===== src/rtl/muldiv_unit.sv =====
// Iterative MIPS-style multiply/divide unit with HI/LO registers.
// One radix-2 step per cycle on operand magnitudes (32 cycles), then one
// sign-fix cycle; MTHI/MTLO writes are accepted in any state.
module muldiv_unit (
   input  logic        clk,
   input  logic        reset,
   input  logic        StartE,
   input  logic [1:0]  OpE,
   input  logic [31:0] SrcAE,
   input  logic [31:0] SrcBE,
   input  logic        AbortE,
   input  logic        HiWriteW,
   input  logic        LoWriteW,
   input  logic [31:0] ResultW,
   output logic        MdBusy,
   output logic        MdDone,
   output logic [31:0] Hi,
   output logic [31:0] Lo
);

   localparam int unsigned W     = 32;
   localparam int unsigned CNT_W = 5;

   typedef enum logic [1:0] {
      S_IDLE = 2'd0,
      S_RUN  = 2'd1,
      S_FIX  = 2'd2
   } state_t;

   state_t             state;
   logic [CNT_W-1:0]   count;
   logic [1:0]         op;
   logic [W-1:0]       src_a;     // raw dividend, returned as HI on divide-by-zero
   logic [W-1:0]       opb;       // magnitude of multiplicand / divisor
   logic               sign_a;
   logic               sign_b;
   logic               b_zero;
   logic [W-1:0]       acc_hi;    // product high half / partial remainder
   logic [W-1:0]       acc_lo;    // multiplier bits shifting out / quotient bits shifting in

   // Operand magnitudes computed from the launch inputs
   logic               start_signed;
   logic [W-1:0]       mag_a;
   logic [W-1:0]       mag_b;

   always_comb begin
      start_signed = ~OpE[0];
      mag_a        = (start_signed && SrcAE[W-1]) ? (~SrcAE + W'(1)) : SrcAE;
      mag_b        = (start_signed && SrcBE[W-1]) ? (~SrcBE + W'(1)) : SrcBE;
   end

   // One radix-2 iteration: shift-add multiply or restoring shift-subtract divide
   logic [W:0]   mul_sum;
   logic [W:0]   div_shift;
   logic         div_fits;
   logic [W-1:0] step_hi;
   logic [W-1:0] step_lo;

   always_comb begin
      step_hi   = acc_hi;
      step_lo   = acc_lo;
      mul_sum   = {1'b0, acc_hi} + (acc_lo[0] ? {1'b0, opb} : (W+1)'(0));
      div_shift = {acc_hi, acc_lo[W-1]};
      div_fits  = (div_shift >= {1'b0, opb});
      if (op[1]) begin
         if (div_fits) begin
            step_hi = W'(div_shift - {1'b0, opb});
            step_lo = {acc_lo[W-2:0], 1'b1};
         end else begin
            step_hi = W'(div_shift);
            step_lo = {acc_lo[W-2:0], 1'b0};
         end
      end else begin
         step_hi = mul_sum[W:1];
         step_lo = {mul_sum[0], acc_lo[W-1:1]};
      end
   end

   // Sign correction and HI/LO selection applied on the FIX cycle
   logic [2*W-1:0] prod;
   logic [2*W-1:0] prod_fix;
   logic [W-1:0]   quo_fix;
   logic [W-1:0]   rem_fix;
   logic [W-1:0]   res_hi;
   logic [W-1:0]   res_lo;

   always_comb begin
      prod     = {acc_hi, acc_lo};
      prod_fix = (sign_a ^ sign_b) ? (~prod + (2*W)'(1)) : prod;
      quo_fix  = (sign_a ^ sign_b) ? (~acc_lo + W'(1)) : acc_lo;
      rem_fix  = sign_a ? (~acc_hi + W'(1)) : acc_hi;
      res_hi   = prod_fix[2*W-1:W];
      res_lo   = prod_fix[W-1:0];
      if (op[1]) begin
         if (b_zero) begin
            res_hi = src_a;
            res_lo = '1;
         end else begin
            res_hi = rem_fix;
            res_lo = quo_fix;
         end
      end
   end

   // Control FSM, datapath registers and HI/LO with registered status outputs
   always_ff @(posedge clk or posedge reset) begin
      if (reset) begin
         state  <= S_IDLE;
         count  <= '0;
         op     <= '0;
         src_a  <= '0;
         opb    <= '0;
         sign_a <= 1'b0;
         sign_b <= 1'b0;
         b_zero <= 1'b0;
         acc_hi <= '0;
         acc_lo <= '0;
         MdBusy <= 1'b0;
         MdDone <= 1'b0;
         Hi     <= '0;
         Lo     <= '0;
      end else begin
         MdDone <= 1'b0;
         if (HiWriteW) Hi <= ResultW;
         if (LoWriteW) Lo <= ResultW;
         case (state)
            S_IDLE: begin
               if (StartE && !AbortE) begin
                  op     <= OpE;
                  src_a  <= SrcAE;
                  opb    <= mag_b;
                  sign_a <= start_signed & SrcAE[W-1];
                  sign_b <= start_signed & SrcBE[W-1];
                  b_zero <= (SrcBE == '0);
                  acc_hi <= '0;
                  acc_lo <= mag_a;
                  count  <= '0;
                  state  <= S_RUN;
                  MdBusy <= 1'b1;
               end
            end
            S_RUN: begin
               if (AbortE) begin
                  state  <= S_IDLE;
                  MdBusy <= 1'b0;
               end else begin
                  acc_hi <= step_hi;
                  acc_lo <= step_lo;
                  count  <= count + CNT_W'(1);
                  if (count == CNT_W'(W-1)) state <= S_FIX;
               end
            end
            S_FIX: begin
               state  <= S_IDLE;
               MdBusy <= 1'b0;
               if (!AbortE) begin
                  Hi     <= res_hi;
                  Lo     <= res_lo;
                  MdDone <= 1'b1;
               end
            end
            default: begin
               state  <= S_IDLE;
               MdBusy <= 1'b0;
            end
         endcase
      end
   end

endmodule


===== config.mk =====
export PLATFORM = sky130hd
export DESIGN_NAME = muldiv_unit
export DESIGN_NICKNAME = d
export VERILOG_FILES = /design/src/rtl/muldiv_unit.sv
export SDC_FILE = /design/constraint.sdc
export NUM_CORES = 1
export LEC_CHECK = 0
export ABC_AREA = 1
export BUFFER_PORTS_ARGS = -buffer_cell sky130_fd_sc_hd__buf_2
export CAP_MARGIN = 20
export CORE_MARGIN = 5
export CORE_UTILIZATION = 25
export CTS_CLUSTER_SIZE = 12
export DETAILED_ROUTE_END_ITERATION = 6
export PLACE_DENSITY = 0.41
export SLEW_MARGIN = 20
export SYNTH_ARGS = -nofsm -noshare
export SYNTH_HDL_FRONTEND = slang
export SYNTH_SLANG_ARGS = --single-unit

===== constraint.sdc =====
create_clock -name clk -period 11.11 [get_ports clk]
set_input_delay 0.5555 -clock clk [delete_from_list [all_inputs] [get_ports clk]]
set_output_delay 0.5555 -clock clk [all_outputs]
set_load 0.02 [all_outputs]

==> results.toml <==
[status]
status = "finished, final reports clean"

[synthesis]
synth_top_area_share_pct = 26.1
yosys_most_used_dff = "dfrtp_1"
synth_cell_types = 52
ys_top_cells_by_count = "1046 x nand2_1, 436 x inv_1, 382 x nor2_1"
yosys_warnings = 0
synthCells = 3310
yosysMostFrequentCell = "nand2_1"
synthArstFlopShare_pct = 100
synth_seq_area_share_pct = 26.1
synth_edf_count = 0
postSynthAreaPerCell_sq_um = 5.94
syn_nets = 3486
synth_area_leader_cell = "dfrtp_1"
synth_area_leaders = "dfrtp_1 26%, nand2_1 20%, inv_1 8.3%, nor2_1 7.3%, nand3_1 6.6%"
synth_seq_cells = 205
netlist_area_sq_um = 19700

[sta]
min_period_over_period_pct = 42.0
finalCriticalPeriod_ns = 4.67
hold_violations = 0
tns_ns = 0
timing.fmax_mhz = 214
worst_pin_slew_ns = 1.06
rsz0062_at_grt = "no"
slew_headroom_pct = 29.1
setup-violations-final = 0
final_max_slew_viol_count = 0
worst_slack_ns = 6.44
skew_ns = 0.0465

[worst_setup_path]
r2r-end = "acc_lo[0]$_DFFE_PP0P_"
ff2ff_path_depth = 15
critPathRequiredTime_ns = 11.56
critPathSlowestCell = "clkinv_2"
critical_path_class = "flop to flop"
cp_max_fo = 60
worst_path_largest_cell_delay_ns = 0.87
reg2reg_slack_ns = 6.44
critPathBufInv = 8
arrival_ns = 5.12
crit_path_start_kind = "flop"
reg2reg_from = "state[0]$_DFFE_PP0P_"
crit_chain = "inv_1, nor2_2, buf_4, inv_2, nor2_2, buf_4, inv_1, nand2_1, inv_1, nand2_4, nand2_1, buf_4, clkinv_2, a21oi_1, a22oi_1"
crit_family = "buffers and inverters"
end_kind = "flop"

[floorplanning]
core_area_sq_um = 77700
start_util_pct = 25.3
rows = 102
die-area_sq_um = 84300
die_w_microns = 290
die_h_microns = 290
num_io_pins = 170

[hold_path]
hold_class = "input pin to async pin"

[clocking]
cts_setup_buffers = 0
clock_latency_ns = 0.62
cts_num_sinks = 205
cts_tree = "built"
cts-root-buf = "clkbuf_16"
numCtsBuffers = 28
postCtsResizedCells = 0
clkTransAtPathRegs_ns = 0.07
clockBufferDepth = 3
cts_hold_buffers = 0
h-tree-depth = 1

[grt]
grt_pass1_wl_mm = 142
antenna_found_initial = 3
grt_overflow = 0
groute.usage.overall_pct = 22.0
grt_max_degree = 97
grt_pass1_vias = 20900

[final_layout]
fin_cells = 4471
multiInputGateArea_sq_um = 12300
drive_gt1_share_pct = 8.89
antenna_cells = 0
fillers = 8914
area_growth_pct = 14.3
nets = 3587
seq_area_sq_um = 5130

[job]
maxCapViolCount = 0

[route]
dr.pass1.iters = 5
wl_per_cell_microns = 21.7
viasPerCell = 4.89
routed-via-count = 21900
drtAntennaViolNets = 0
drcViolationCount = 0
wl_mm = 96.9
drtIter0Drc = 1901

[power_and_ir_drop]
leakage_uw = 0.0117
vdd_drop_max_v = 0.000135
power_density_nw_per_um2 = 303
total_power_uw = 6800

[place]
dp.cells = 4421
dp_slack_ns = 6.70
hpwl_mm = 77.5
gp_congestion = 0.942
portBuffers = 169
metrics by stage:
| stage | area (sq um) | util [%] | hold slack (ns) |
|---|---|---|---|
| after floorplan | 19700 | - | 0.448 |
| after global placement | 21400 | 27.6 | 0.462 |
| after detailed placement | 21400 | 27.6 | 0.468 |
| after CTS | 22500 | 28.9 | 0.0935 |
| after global routing | 22500 | 28.9 | 0.126 |
| final | 22500 | 28.9 | 0.0769 |
sequential cells by signal (all words and copies together) (netlist names), 2 cells and up:
name and flops:
src_a 32, Lo 32, acc_lo 32, Hi 32, count 5, state 2
acc_hi 32, opb 32
cells by family after synthesis:
group,after synthesis,synth area share [%]
AOI/OAI and AO/OA,539,15.0
and+or+nand+nor,1834,38.7
buffers and inverters,569,11.5
DFF,205,26.1
adders and majority gates,72,4.66
xor gates and xnor gates,91,4.06
worst max path at each step:
stage                          from                      to  slack, ns  cells after the start
2_1_floorplan                 reset         Hi[0]$_DFF_PP0_       4.96                      1
3_3_place_gp   state[1]$_DFFE_PP0P_  acc_lo[20]$_DFFE_PP0P_       6.74                     13
3_5_place_dp   state[1]$_DFFE_PP0P_  acc_lo[22]$_DFFE_PP0P_       6.70                     13
4_1_cts        state[1]$_DFFE_PP0P_  acc_lo[22]$_DFFE_PP0P_       6.71                     13
5_1_grt        state[0]$_DFFE_PP0P_  acc_lo[27]$_DFFE_PP0P_       6.05                     15
6_report       state[0]$_DFFE_PP0P_   acc_lo[0]$_DFFE_PP0P_       6.44                     15
layer usage:
layer  global-route usage (%)  wire length, microns  up-vias
met5                        0                    13        -
met4                     5.72                  2800        2
met3                     3.14                  5780      128
met2                     33.7                 41700      686
met1                     32.3                 46600    10200
li1                         -                     -    10800
power breakdown:
| group | leakage (uW) | switching (uW) | total [uW] | internal, uW |
|---|---|---|---|---|
| Combinational | 0.00869 | 3120 | 4350 | 1230 |
| Sequential | 0.00252 | 444 | 1440 | 996 |
| Clock | 0.000498 | 405 | 1020 | 610 |
cell type report:
type	count	share of cell area, %
Clock buffer	38	3.64
Inverter	447	7.53
Timing Repair Buffer	193	4.57
Multi-Input combinational cell	2536	54.7
Tap cell	1040	5.79
Sequential cell	205	22.8
Clock inverter	12	0.886
cell usage in the layout (no fill, tap or decap), types with 28 or more instances in the layout:
| cell type | netlist | layout |
|---|---|---|
| nor3_1 | 37 | 37 |
| xor2_1 | 75 | 75 |
| nand3_1 | 259 | 259 |
| buf_2 | 27 | 169 |
| a21oi_1 | 226 | 226 |
| nand4_1 | 45 | 45 |
| nand2_1 | 1046 | 1046 |
| inv_1 | 436 | 433 |
| o21ai_0 | 210 | 210 |
| ha_1 | 70 | 70 |
| a22oi_1 | 28 | 28 |
| dfrtp_1 | 205 | 204 |
| clkbuf_16 | 0 | 28 |
| nor2_1 | 382 | 376 |
No activity file was read; power rests on OpenSTA's default activity.
